[src/rtl/phy_pkg.sv]
// Constants and state encoding shared by the PHY receive and transmit paths.
package phy_pkg;

  localparam logic [7:0] COMMA_BC = 8'hBC;
  localparam logic [7:0] IDLE_7C  = 8'h7C;

  typedef enum logic [1:0] {
    HUNT,
    LOCK,
    ACTIVE
  } rx_state_t;

endpackage

[src/rtl/serial_to_parallel_if.sv]
// Line-side bit input and aligned byte output of the serial-to-parallel receiver.
interface serial_to_parallel_if;

  logic       data_in;
  logic [7:0] data_out;
  logic       valid_out;
  logic       active;

  modport master (output data_in, input data_out, valid_out, active);
  modport slave  (input data_in, output data_out, valid_out, active);

endinterface

[src/rtl/serial_to_parallel.sv]
// Comma-aligned deserialiser: locks after LOCK_COUNT commas and emits payload bytes.
// Registered outputs update on the edge sampling a byte's last bit; no backpressure, each byte is held 8 clk_16f edges.
module serial_to_parallel
  import phy_pkg::*;
#(
  parameter logic [7:0]  COMMA      = COMMA_BC,
  parameter logic [7:0]  IDLE       = IDLE_7C,
  parameter int unsigned LOCK_COUNT = 4
) (
  input  logic                clk_16f,
  input  logic                reset,
  serial_to_parallel_if.slave rx
);

  localparam logic [2:0] LOCK_N = 3'(LOCK_COUNT);

  rx_state_t  state, state_nxt;
  logic [6:0] sh;          // the oldest line bit is never read, so only seven are kept
  logic [7:0] cand;
  logic [2:0] bit_cnt;
  logic [2:0] bc_cnt, bc_nxt, bc_inc;
  logic       boundary, is_comma, is_idle;
  logic       realign, slot_end, load_byte;

  assign cand     = {sh, rx.data_in};
  assign boundary = (bit_cnt == 3'd7);
  assign is_comma = (cand == COMMA);
  assign is_idle  = (cand == IDLE);
  assign bc_inc   = (bc_cnt == 3'd7) ? bc_cnt : bc_cnt + 3'd1;

  always_ff @(posedge clk_16f) begin
    if (reset) begin
      state        <= HUNT;
      sh           <= '0;
      bit_cnt      <= '0;
      bc_cnt       <= '0;
      rx.data_out  <= '0;
      rx.valid_out <= 1'b0;
      rx.active    <= 1'b0;
    end else begin
      state   <= state_nxt;
      sh      <= cand[6:0];
      bit_cnt <= realign ? 3'd0 : bit_cnt + 3'd1;
      bc_cnt  <= bc_nxt;
      if (state_nxt == ACTIVE) rx.active    <= 1'b1;
      if (slot_end)            rx.valid_out <= load_byte;
      if (load_byte)           rx.data_out  <= cand;
    end
  end

  always_comb begin
    state_nxt = state;
    unique case (state)
      HUNT: begin
        if (is_comma) state_nxt = (LOCK_N == 3'd1) ? ACTIVE : LOCK;
      end
      LOCK: begin
        if (boundary) begin
          if (!is_comma)             state_nxt = HUNT;
          else if (bc_inc == LOCK_N) state_nxt = ACTIVE;
        end
      end
      ACTIVE:  state_nxt = ACTIVE;
      default: state_nxt = HUNT;
    endcase
  end

  // A comma seen while hunting restarts byte framing so the next 8 bits form one byte.
  always_comb begin
    realign   = 1'b0;
    slot_end  = 1'b0;
    load_byte = 1'b0;
    bc_nxt    = bc_cnt;
    unique case (state)
      HUNT: begin
        if (is_comma) begin
          realign = 1'b1;
          bc_nxt  = 3'd1;
        end
      end
      LOCK: begin
        if (boundary) bc_nxt = is_comma ? bc_inc : 3'd0;
      end
      ACTIVE: begin
        if (boundary) begin
          slot_end  = 1'b1;
          load_byte = !is_comma && !is_idle;
          if (is_comma) bc_nxt = bc_inc;
        end
      end
      default: ;
    endcase
  end

endmodule

[src/flat_wrapper.sv]
// flat-port wrapper written by rule: the top's interface ports become plain ports
module serial_to_parallel_flat import phy_pkg::*;
#(
  parameter logic [7:0]  COMMA      = COMMA_BC,
  parameter logic [7:0]  IDLE       = IDLE_7C,
  parameter int unsigned LOCK_COUNT = 4
)
  (clk_16f, reset, rx_data_in, rx_data_out, rx_valid_out, rx_active);
  serial_to_parallel_if rx_i ();
  input  logic clk_16f;
  input  logic reset;
  input wire logic [$bits(rx_i.data_in)-1:0] rx_data_in;
  output wire logic [$bits(rx_i.data_out)-1:0] rx_data_out;
  output wire logic [$bits(rx_i.valid_out)-1:0] rx_valid_out;
  output wire logic [$bits(rx_i.active)-1:0] rx_active;
  assign rx_i.data_in = rx_data_in;
  assign rx_data_out = rx_i.data_out;
  assign rx_valid_out = rx_i.valid_out;
  assign rx_active = rx_i.active;
  serial_to_parallel #(.COMMA(COMMA), .IDLE(IDLE), .LOCK_COUNT(LOCK_COUNT)) u_core (.clk_16f(clk_16f), .reset(reset), .rx(rx_i));
endmodule
[config.mk]
export PLATFORM = sky130hd
export DESIGN_NAME = serial_to_parallel_flat
export DESIGN_NICKNAME = d
export VERILOG_FILES = /design/src/rtl/phy_pkg.sv /design/src/rtl/serial_to_parallel_if.sv /design/src/rtl/serial_to_parallel.sv /design/src/flat_wrapper.sv
export SDC_FILE = /design/constraint.sdc
export NUM_CORES = 1
export LEC_CHECK = 0
export ABC_AREA = 1
export ABC_CLOCK_PERIOD_IN_PS = 1600
export CORE_ASPECT_RATIO = 1.2
export CORE_UTILIZATION = 54
export CTS_BUF_LIST = sky130_fd_sc_hd__clkbuf_16
export DETAILED_ROUTE_END_ITERATION = 10
export PLACE_DENSITY = 0.85
export SETUP_SLACK_MARGIN = 0.2
export SLEW_MARGIN = 20
export SYNTH_ARGS = -nofsm -noshare
export SYNTH_HDL_FRONTEND = slang
export SYNTH_SLANG_ARGS = --single-unit
[constraint.sdc]
create_clock -name clk_16f -period 1.6 [get_ports clk_16f]
set_input_delay 0.32 -clock clk_16f [delete_from_list [all_inputs] [get_ports clk_16f]]
set_output_delay 0.32 -clock clk_16f [all_outputs]
set_load 0.03 [all_outputs]
# Yosys cells after proc, flatten, opt, wreduce, memory -nomap -nowiden
# Cells that the tools add are included.
dict set report totals {
  wordCells 46
  out_inout_bits 10
  register_bits 25
  rom_bits 0
  n_memories 0
  latch_bits 0
  inputBits 3
  ramBits 0
}
dict set report classes {
  n_addsub 2
  n_reduce_logical 7
  shift 0
  n_bitwise 0
  n_eq_ne 12
  magnitude_cmp 0
  n_mul 0
  div_mod_pow 0
  n_mux 18
}
# op count
set ops {}
lappend ops {{$mux 3} 6}
lappend ops {{$eq 3x3->1 const B} 3}
lappend ops {{$pmux 3 s3} 1}
lappend ops {{$eq 8x7->1 const B} 1}
lappend ops {{$eq 8x8->1 const B} 1}
lappend ops {{$mux 2} 4}
lappend ops {{$ne 2x1->1 const B} 4}
lappend ops {{$add 3x1->3 const B} 2}
lappend ops {{$mux 1} 6}
lappend ops {{$pmux 2 s3} 1}
lappend ops {{$reduce_and 5->1} 1}
lappend ops {{$eq 2x2->1 const B} 2}
lappend ops {{$reduce_bool 3->1} 1}
lappend ops {{$eq 2x1->1 const B} 1}
lappend ops {{$logic_not 1->1} 2}
lappend ops {{$logic_not 2->1} 1}
lappend ops {{$reduce_or 2->1} 1}
lappend ops {{$logic_and 1x1->1} 1}

# Logic depth before layout (Yosys ltp)
dict set report depth {
  depth_word 8
  ltp_mapped 10
  ltp_nobuf 10
}

# Worst setup path after synthesis
# OpenSTA, ideal clock, no wires.
dict set report synth_path {
  path_type {register to register}
  startpoint {register u_core.bit_cnt[0]}
  endpoint {register u_core.bc_cnt[2]}
  setup_ns 0.114
  path_buffers 0
  arrival_time_ns 1.267
  path_slack_ns 0.220
  period_less_slack_ns 1.380
  required_ns 1.486
  stages_incl_launch_ff 10
  cell_sequence {dfxtp_1 -> ha_1 -> ha_1 -> inv_1 -> nand2_1 -> nand2_1 -> a21oi_4 -> nand2_2 -> a21oi_1 -> nor2_1}
}
dict set report synth_between {
  elab_chain_cells 3
  word_cells_on_any_way 4
  cone_classes {3 x eq/ne; 1 x reduce/logical}
}
# element line_no
set synth_lines {}
lappend synth_lines {{start: declaration} serial_to_parallel.sv:20} ;# logic [2:0] bit_cnt;
lappend synth_lines {{start signal: assignment} serial_to_parallel.sv:43} ;# bit_cnt <= realign ? 3'd0 : bit_cnt + 3'd1;
lappend synth_lines {{$eq 3x3->1 (*)} serial_to_parallel.sv:26} ;# assign boundary = (bit_cnt == 3'd7);
lappend synth_lines {{$ne 2x1->1 (no line)} n/a}
lappend synth_lines {{$reduce_and 5->1 (no line) (*)} n/a}
lappend synth_lines {{end signal: assignment} serial_to_parallel.sv:44} ;# bc_cnt <= bc_nxt;
lappend synth_lines {{end: declaration} serial_to_parallel.sv:21} ;# logic [2:0] bc_cnt, bc_nxt, bc_inc;
# Mark *: on every way between the ends. The rest lies on a longest branch, timed or not.
# A chain may end at the register's enable or synchronous reset.

# Final worst setup path
dict set report layout_path {
  startpoint {register u_core.bit_cnt[0]}
  endpoint {register u_core.bc_cnt[0]}
}
# The elaborated chain is that of the path after synthesis.

==> results.toml <==
[finish]
syn2layout_area_growth_pct = 31.9
post-route-util = 0.752
layout-drive-gt1-share = 0.291
fin_cells = 205
num_antenna_cells = 0
stdcell_area_um2 = 1560
finalNetCount = 186

[timing]
hold_viol = 0
tightestPinTransition_ns = 0.368
rsz0062_at_grt = "yes"
slew-limit-headroom = 0.754
post-route-period-util = 0.852
whs_ns = 0.434
fmax_ghz = 0.734
finalSetupViolCount = 0
period_needed_ns = 1.36
finClkSkew_ns = 0.00302
maxSlewViolCount = 0

[logic_synthesis]
yosysTopAreaCellShare = 0.423
ys_types = 22
ys_ff_latch = 25
async_reset_ff_frac = 0
ys.flop_type = "dfxtp_1"
synth_nets = 165
synth_common_cells = "nand2_1, dfxtp_1, nor2_1"
yosysMostFrequentCell = "nand2_1"
synth.area.top_cells = "dfxtp_1, nand2_1, ha_1, nor2_1, inv_1"
yosys_warnings = 0
synth_area_um2 = 1180
synth_cells = 155
postSynthAreaPerCell_um2 = 7.63
synth_seq_area_share = 0.423
synth_edf_count = 0
yosys.area.top_type = "dfxtp_1"

[hold_path]
min_delay_path_depth = 1
min_path_type = "flip-flop to flip-flop"
min-delay-start = "u_core.bit_cnt[0]"

[floorplan]
fp.dieArea_um2 = 2380
ioPinCount = 13
die_h_um = 53.3
initial_core_util = 0.571
num_rows = 18
core_um2 = 2070
die_x_um = 44.7

[critical_path]
r2r_start = "u_core.bit_cnt[0]"
critPathArrivalTime_ns = 1.56
critPathLaunch = "u_core.bit_cnt[0]"
worstSetupPathType = "flip-flop to flip-flop"
worstPathMaxFanout = 4
ff2ff_path_depth = 10
startpoint_type = "flip-flop"
critPathRequiredTime_ns = 1.80
critPathCaptureType = "flip-flop"

[cts]
hold_buffers = 0
cts_sinks = 25
clk_path_buf_depth = 2
cts-root-buf = "clkbuf_16"
insertion_delay_ns = 0.26
path_clk_slew_ns = 0.06
cts_tree = "yes"
cts_buffers = 3
cts-htree-levels = 1

[route]
wirelength_um = 2810
drtAntennaViolNets = 0
drtIter0Drc = 30
drt-pass1-iter-count = 4
via_per_inst = 5.25
via_count = 1077
wire_per_inst_um = 13.7
drc = 0

[grt]
grt_pass1_vias = 924
grt_pass1_wl_um = 4080
grt_max_degree = 15
gr-total-overflow = 0
gr-usage-all-layers = 0.242
antenna_found_initial = 0

[run_status]
status = "finished clean"

[placed_design]
port_buffers = 12
placedCellCount = 199
dp_hpwl_um = 1670
globalplace.congestion = 0.996
place_area_um2 = 1350

[run]
max_cap_viol_count = 0

[pwr]
p_total_uw = 1230
p_leak_uw = 0.000673
power_density_nw_per_um2 = 789
ir_drop_mv = 0.662
==> cell families (layout without fill, tap and decap cells) <==
family	count (synthesis)	in the layout	synth area share
compound gates	18	18	0.0889
fa+ha+maj	7	7	0.0741
simple gates	79	80	0.315
buf+inv	26	45	0.0984
flops	25	25	0.423
==> worst max-delay path, stage by stage, from the launching register on <==
cell     delay [ns]
dfxtp_4        0.36
ha_4           0.14
ha_4           0.14
inv_4          0.05
nand2_2        0.06
nand2_2        0.06
a21oi_4        0.17
nand2_4        0.09
nand2_2        0.08
nand2_2        0.06
nor2_2         0.08
==> registers in the layout (all words and copies together) (netlist names) <==
| register | flops |
|---|---|
| u_core.rx.valid_out | 1 |
| u_core.rx.active | 1 |
| u_core.bit_cnt | 3 |
| u_core.bc_cnt | 3 |
| u_core.state | 2 |
| u_core.rx.data_out | 8 |
| u_core.sh | 7 |
==> path summary, 6_finish.rpt <==
path                       endpoint  slack, ns
setup reg to reg   u_core.bc_cnt[0]       0.24
hold reg to reg   u_core.bit_cnt[0]       0.43
setup / recovery   u_core.bc_cnt[0]       0.24
hold / removal    u_core.bit_cnt[0]       0.43
==> routing by layer <==
layer  GRT usage  vias up  share of wire
met1       0.304      510           0.41
met4       0.111        0          0.021
met5           0        -              0
met3      0.0307        7          0.050
li1            -      526              -
met2       0.407       34           0.51
==> repair_timing <==
| action | CTS | global route |
|---|---|---|
| gates cloned | 0 | 1 |
| endpoints found under the setup margin | 19 | 12 |
| resized for setup | 24 | 26 |
| setup buffers | 0 | 1 |
| pin swaps | 8 | 8 |
| hold endpoints to repair | 0 | 0 |
==> per-stage QoR <==
stage	TNS, ns	worst slack, ns
after floorplan	0	0.220
after global placement	-0.556	-0.0761
after detailed placement	-0.834	-0.121
after CTS	0	0.193
after global routing	0	0.141
final	0	0.238
==> final cells by class <==
class | count | area [µm²]
timing repair buffer | 18 | 151
fill | 154 | 513
tap | 30 | 37.5
multi-input combinational | 105 | 691
sequential | 25 | 512
clock inverter | 1 | 3.75
inverter | 23 | 88.8
clock buffer | 3 | 75.1
==> report_power, final <==
part / switching [µW] / leakage, µW / internal (µW)
registers: 7.88 / 0.000205 / 631
logic: 27.4 / 0.000425 / 19.4
clock network: 211 / 0.0000423 / 334
total: 246 / 0.000673 / 985
==> cell usage in the layout, fill, tap and decap left out, drive strengths merged <==
cell type and count:
nor3 1, a21oi 8, clkbuf 3, buf 6, dlygate4sd2 11, o21ai 10
nand2 39, clkdlybuf4s50 1, dfxtp 25, nand3 9, nand4 2, and2 5
inv 24, nand3b 1, ha 7, nor2 23
Note: power is estimated with default switching activity, not from simulation.
